<file path="config.mk">
export PLATFORM = sky130hd
export DESIGN_NAME = tennis_set_match_scorer
export DESIGN_NICKNAME = d
export VERILOG_FILES = /design/src/rtl/tennis_pkg.sv /design/src/rtl/tennis_race_counter.sv /design/src/rtl/tennis_set_match_scorer.sv
export SDC_FILE = /design/constraint.sdc
export NUM_CORES = 1
export LEC_CHECK = 0
export ABC_AREA = 1
export CAP_MARGIN = 30
export CORE_ASPECT_RATIO = 0.5
export CORE_UTILIZATION = 43
export DETAILED_ROUTE_END_ITERATION = 16
export PLACE_DENSITY = 0.75
export SLEW_MARGIN = 10
export SYNTH_ARGS = -nofsm -noshare
export SYNTH_HDL_FRONTEND = slang
export SYNTH_SLANG_ARGS = --single-unit
</file>
<file path="constraint.sdc">
create_clock -name clk -period 3.1 [get_ports clk]
set_input_delay 0.31 -clock clk [delete_from_list [all_inputs] [get_ports clk]]
set_output_delay 0.31 -clock clk [all_outputs]
set_load 0.005 [all_outputs]
</file>
<file path="src/rtl/tennis_pkg.sv">
// Shared types and sizing for the set/match scoring slice.
package tennis_pkg;
  typedef enum logic [1:0] {S_GAMES, S_TIEBREAK, S_MATCH_DONE} set_state_t;

  localparam int GAMES_PER_SET_D = 6;
  localparam int TB_POINTS_D     = 7;
  localparam int SETS_TO_WIN_D   = 2;

  localparam int GAME_W = 3;
  localparam int TB_W   = 4;
  localparam int SET_W  = 2;
endpackage

</file>
<file path="src/rtl/tennis_race_counter.sv">
// Two-sided race counter: first side to TARGET with a 2 lead wins.
// Optional renormalisation keeps deuce-style ties pinned at TARGET-1.
module tennis_race_counter #(
  parameter int W      = 3,
  parameter int TARGET = 6,
  parameter bit RENORM = 1'b0
) (
  input  logic         clk,
  input  logic         rst_n,
  input  logic         clr,
  input  logic         inc_a,
  input  logic         inc_b,
  output logic [W-1:0] cnt_a,
  output logic [W-1:0] cnt_b,
  output logic         win_a,
  output logic         win_b,
  output logic         tie_at_target
);
  localparam logic signed [W:0] LEAD_P = 2;
  localparam logic signed [W:0] LEAD_N = -2;

  logic [W-1:0]      nxt_a, nxt_b;
  logic signed [W:0] diff;
  logic              pin;

  always_comb begin
    nxt_a         = cnt_a + {{(W-1){1'b0}}, inc_a};
    nxt_b         = cnt_b + {{(W-1){1'b0}}, inc_b};
    diff          = $signed({1'b0, nxt_a}) - $signed({1'b0, nxt_b});
    win_a         = inc_a && (nxt_a >= W'(TARGET)) && (diff >= LEAD_P);
    win_b         = inc_b && (nxt_b >= W'(TARGET)) && (diff <= LEAD_N);
    tie_at_target = (inc_a | inc_b) && (nxt_a == nxt_b) && (nxt_a == W'(TARGET));
    // Equal scores at or past TARGET-1 collapse back so the counters stay bounded.
    pin           = RENORM && (nxt_a == nxt_b) && (nxt_a >= W'(TARGET - 1));
  end

  always_ff @(posedge clk or negedge rst_n) begin
    if (!rst_n) begin
      cnt_a <= '0;
      cnt_b <= '0;
    end else if (clr) begin
      cnt_a <= '0;
      cnt_b <= '0;
    end else if (pin) begin
      cnt_a <= W'(TARGET - 1);
      cnt_b <= W'(TARGET - 1);
    end else begin
      cnt_a <= nxt_a;
      cnt_b <= nxt_b;
    end
  end
endmodule

</file>
<file path="src/rtl/tennis_set_match_scorer.sv">
// Accumulates game wins into sets and sets into a match, running a
// point-scored tiebreak at games all.
module tennis_set_match_scorer
  import tennis_pkg::*;
#(
  parameter int GAMES_PER_SET = GAMES_PER_SET_D,
  parameter int TB_POINTS     = TB_POINTS_D,
  parameter int SETS_TO_WIN   = SETS_TO_WIN_D
) (
  input  logic              clk,
  input  logic              rst_n,
  input  logic              p1_game_win,
  input  logic              p2_game_win,
  input  logic              p1_point,
  input  logic              p2_point,
  input  logic              new_match,
  output logic [GAME_W-1:0] p1_games,
  output logic [GAME_W-1:0] p2_games,
  output logic [TB_W-1:0]   p1_tb_pts,
  output logic [TB_W-1:0]   p2_tb_pts,
  output logic [SET_W-1:0]  p1_sets,
  output logic [SET_W-1:0]  p2_sets,
  output logic              tiebreak_active,
  output logic              p1_set_win,
  output logic              p2_set_win,
  output logic              p1_match_win,
  output logic              p2_match_win,
  output logic              protocol_err
);
  set_state_t state, state_nx;

  logic g_inc_a, g_inc_b, t_inc_a, t_inc_b;
  logic g_win_a, g_win_b, g_tie, t_win_a, t_win_b, t_tie_unused;
  logic set1, set2, match1, match2, err;
  logic g_clr, t_clr;

  // Simultaneous wins are a protocol error, so neither side is credited.
  assign g_inc_a = (state == S_GAMES)    && p1_game_win && !p2_game_win;
  assign g_inc_b = (state == S_GAMES)    && p2_game_win && !p1_game_win;
  assign t_inc_a = (state == S_TIEBREAK) && p1_point    && !p2_point;
  assign t_inc_b = (state == S_TIEBREAK) && p2_point    && !p1_point;

  always_comb begin
    state_nx = state;
    err      = 1'b0;
    case (state)
      S_GAMES:    err = p1_game_win & p2_game_win;
      S_TIEBREAK: err = p1_point & p2_point;
      default:    err = 1'b0;
    endcase
    set1   = g_win_a | t_win_a;
    set2   = g_win_b | t_win_b;
    match1 = set1 && (p1_sets == SET_W'(SETS_TO_WIN - 1));
    match2 = set2 && (p2_sets == SET_W'(SETS_TO_WIN - 1));
    if (set1 | set2)
      state_nx = (match1 | match2) ? S_MATCH_DONE : S_GAMES;
    else if (g_tie)
      state_nx = S_TIEBREAK;
    if (new_match)
      state_nx = S_GAMES;
  end

  assign g_clr = new_match | set1 | set2;
  assign t_clr = new_match | set1 | set2 | g_tie;

  tennis_race_counter #(.W(GAME_W), .TARGET(GAMES_PER_SET), .RENORM(1'b0)) u_games (
    .clk(clk), .rst_n(rst_n), .clr(g_clr), .inc_a(g_inc_a), .inc_b(g_inc_b),
    .cnt_a(p1_games), .cnt_b(p2_games), .win_a(g_win_a), .win_b(g_win_b),
    .tie_at_target(g_tie)
  );

  tennis_race_counter #(.W(TB_W), .TARGET(TB_POINTS), .RENORM(1'b1)) u_tb (
    .clk(clk), .rst_n(rst_n), .clr(t_clr), .inc_a(t_inc_a), .inc_b(t_inc_b),
    .cnt_a(p1_tb_pts), .cnt_b(p2_tb_pts), .win_a(t_win_a), .win_b(t_win_b),
    .tie_at_target(t_tie_unused)
  );

  always_ff @(posedge clk or negedge rst_n) begin
    if (!rst_n) begin
      state           <= S_GAMES;
      tiebreak_active <= 1'b0;
      p1_sets         <= '0;
      p2_sets         <= '0;
      p1_set_win      <= 1'b0;
      p2_set_win      <= 1'b0;
      p1_match_win    <= 1'b0;
      p2_match_win    <= 1'b0;
      protocol_err    <= 1'b0;
    end else begin
      state           <= state_nx;
      tiebreak_active <= (state_nx == S_TIEBREAK);
      p1_set_win      <= set1 & ~new_match;
      p2_set_win      <= set2 & ~new_match;
      protocol_err    <= err & ~new_match;
      if (new_match) begin
        p1_sets      <= '0;
        p2_sets      <= '0;
        p1_match_win <= 1'b0;
        p2_match_win <= 1'b0;
      end else begin
        if (set1)   p1_sets      <= p1_sets + SET_W'(1);
        if (set2)   p2_sets      <= p2_sets + SET_W'(1);
        if (match1) p1_match_win <= 1'b1;
        if (match2) p2_match_win <= 1'b1;
      end
    end
  end
endmodule

</file>
==> results by group, run 1 <==
Floorplan
  • Die H: 46.4 um
  • Initial core utilization: 0.471
  • Die X: 90.8 um
  • Die area: 4220 um2
  • I/O Pins: 31
  • Core box area: 3600 um2
  • Core Rows: 15

Detailed routing
  • Met2 wire len: 1.93 mm
  • Routed vias: 1,564
  • DRT met1 WL: 1.77 mm
  • Vias per inst: 4.86
  • Antenna Nets Post-Route: 0
  • Met3 wire length: 154 um
  • DRT iter0 DRCs: 71
  • DRC: 0
  • Routed WL per cell: 12.2 um
  • First-pass detailed-route iteration total: 4
  • Detailed Route WL: 3.93 mm
  • Top Layer Used: met4

Placed design
  • Dpl cells: 315
  • Placed Area: 2180 um2
  • Setup WS pre-CTS: -0.164 ns
  • I/O Buffers: 30
  • Hpwl dp: 3.00 mm
  • GP Congestion: 0.886

Timing
  • Fmax achieved: 338 MHz
  • Final Hold Vio Count: 0
  • Final setup vio count: 0
  • Relative slew slack: 0.629
  • Max Slew Vio Count: 0
  • Worst-Margin Slew: 0.551 ns
  • Post-route clock period utilization: 0.953
  • Minimum clock period: 2.95 ns
  • Worst Skew: 0.00720 ns
  • Setup ws final: 0.146 ns

Logic synthesis
  • YS warnings: 0
  • Cells after Synth: 218
  • Yosys top cell area share: 0.383
  • Syn Nets: 243
  • Number of flops mapped to enable cells by yosys: 0
  • Dominant cells by area after synthesis: dfrtp_1 38%, ha_1 13%, nand2_1 10%
  • Yosys reg bits: 26
  • Cell taking the most area after synthesis: dfrtp_1
  • Sequential-to-total area share from yosys stat: 0.383
  • Netlist cell types: 25
  • Count leader, synth: nand2_1
  • Mean post-synth cell area: 7.78 um2
  • Synth Flop Type: dfrtp_1
  • Synth async-reset ratio: 1.00
  • Cell area after synthesis: 1700 um2
  • Synth cell count leaders: 47 x nand2_1, 42 x inv_1, 26 x dfrtp_1, 22 x nor2_1, 17 x ha_1

Clocking
  • H-tree depth: 1
  • Clk root buf: clkbuf_8
  • Clock tree buffer depth: 2
  • Cts hold-fix bufs: 0
  • CTS tree: yes
  • Clk_lat worst skew: 0.27 ns
  • Clk sinks: 26
  • CTS Buf Count: 3
  • CTS clk-pin slew, worst paths: 0.09 ns

Final layout
  • Area growth from synthesis to layout: 40.1%
  • Filler Cell Count: 294
  • Register Area: 652 um2
  • Nets: 297
  • Multi-input logic area: 981 um2
  • Share of layout cells above drive strength 1: 0.221
  • Antenna cells: 0
  • Post-Layout Cell Count: 322
  • Final instance area: 2380 um2

Hold path
  • Worst Hold Class: in -> async

Setup path
  • Critical path class: reg -> reg
  • Worst Setup End Kind: flop
  • WP data required: 3.31 ns
  • CP Launch Type: flop
  • Crit-path max FO: 8
  • WP data arrival: 3.16 ns

GRT
  • First-pass GRT wire length: 6.27 mm
  • Antenna violations before repair: 0
  • Vias in the first global route: 1,458
  • Largest net degree at the start of global routing: 27
  • Total congestion overflow: 0
  • Total track usage: 0.194

Job
  • MaxCap Viol Count: 0

Pwr
  • Pwr per Cell Area: 300 nW/um2
  • Leak Pwr: 1.20 nW
  • Worst vdd ir: 0.275 mV

Run status
  • Status: finished, final reports clean
timing repair:
item	4_1_cts	5_1_grt
setup buffers	0	3
resized for setup	0	22
setup endpoints to repair	0	22
logic make-up (layout without fill, tap and decap cells):
kind of cell | Yosys count | in the layout | share of synthesized area
xor+xnor | 3 | 3 | 0.0155
compound gates | 17 | 17 | 0.0561
fa+ha+maj | 18 | 18 | 0.137
buf+inv | 43 | 96 | 0.0951
flops | 26 | 26 | 0.383
simple gates | 111 | 111 | 0.313
layout make-up:
type / instances / share of cell area
clock buffer: 3 / 0.0174
clock inverter: 1 / 0.0126
inverter: 43 / 0.0679
multi-input combinational: 149 / 0.413
sequential: 26 / 0.274
tap: 51 / 0.0268
timing repair buffer: 49 / 0.188
layer usage:
layer | vias up | GRT usage
li1 | 785 | -
met1 | 744 | 0.241
met4 | 0 | 0.0730
met3 | 8 | 0.0479
met2 | 27 | 0.338
met5 | - | 0
placed cells by master (no fill, tap or decap), drive strengths merged:
master	instances
and2	1
nand4	4
clkdlybuf4s50	28
nand3	16
dlymetal6s2s	2
dfrtp	26
ha	17
fa	1
xnor2	1
nor2	32
nand2	52
xor2	2
o21ai	6
nor3	4
a21oi	9
inv	43
nor3b	1
o21bai	1
clkbuf	3
a32oi	1
bufinv	1
or2	1
buf	19
final timing paths:
path,start,end,slack [ns],depth (start not counted)
hold reg to reg,p1_sets[1]$_DFFE_PN0P_,p1_sets[1]$_DFFE_PN0P_,0.53,2
setup / recovery,state[1]$_DFF_PN0_,u_tb.cnt_a[3]$_DFF_PN0_,0.15,18
max in group asynchronous,rst_n,state[0]$_DFF_PN0_,2.44,2
hold / removal,rst_n,p1_sets[1]$_DFFE_PN0P_,0.40,2
setup reg to reg,state[1]$_DFF_PN0_,u_tb.cnt_a[3]$_DFF_PN0_,0.15,18
min in group clk,p2_point,protocol_err$_DFF_PN0_,0.53,4
flip-flops by register name, summed over array words and instances (netlist names), 2 cells and up:
register / cells
u_tb.cnt_a: 4
u_games.cnt_a: 3
p2_sets: 2
u_games.cnt_b: 3
state: 2
u_tb.cnt_b: 4
p1_sets: 2
where the power goes:
group	internal (mW)	leakage, nW	switching (mW)
combinational	0.0381	0.805	0.0483
clock	0.173	0.0357	0.109
sequential	0.343	0.360	0.00214
total	0.554	1.20	0.160
metrics by stage:
step	util	TNS, ns	power [mW]	hold WS (ns)
after detailed placement	0.605	-2.17	0.435	0.508
after CTS	0.625	0	0.718	0.410
after global routing	0.660	-0.176	0.745	0.426
after floorplan	-	0	0.393	0.0144
after global placement	0.605	-0.502	0.432	0.497
final	0.660	0	0.713	0.396
worst max-delay path: stages (launching register included):
cell and delay (ns):
dfrtp_1 0.41, inv_2 0.09, nand2_4 0.07, nor3b_4 0.23, ha_2 0.24, ha_4 0.13
or2_1 0.11, nand2_1 0.11, ha_4 0.31, inv_1 0.05, nor2_1 0.08, nand3_1 0.13
nand3_2 0.13, nand3_2 0.10, nand2_1 0.11, nand2_2 0.11, nor2_4 0.17, nand3_4 0.17
nor2_2 0.15
(Power assumes the default switching activity.)
==> inputs of run 2 (changes only) <==
--- a/config.mk
+++ b/config.mk
@@ -6,6 +6,7 @@
 export NUM_CORES = 1
 export LEC_CHECK = 0
 export ABC_AREA = 1
+export ABC_CLOCK_PERIOD_IN_PS = 3100
 export CAP_MARGIN = 30
 export CORE_ASPECT_RATIO = 0.5
 export CORE_UTILIZATION = 43
==> results of run 2 <==
The final DEF is identical to that of run 1; final timing and power are the same.
==> inputs of run 3 (changes only) <==
--- a/config.mk
+++ b/config.mk
@@ -12,6 +12,7 @@
 export CORE_UTILIZATION = 43
 export DETAILED_ROUTE_END_ITERATION = 16
 export PLACE_DENSITY = 0.75
+export SKIP_CTS_REPAIR_TIMING = 1
 export SLEW_MARGIN = 10
 export SYNTH_ARGS = -nofsm -noshare
 export SYNTH_HDL_FRONTEND = slang
==> results of run 3 <==
The final DEF is identical to that of run 1; final timing and power are the same.
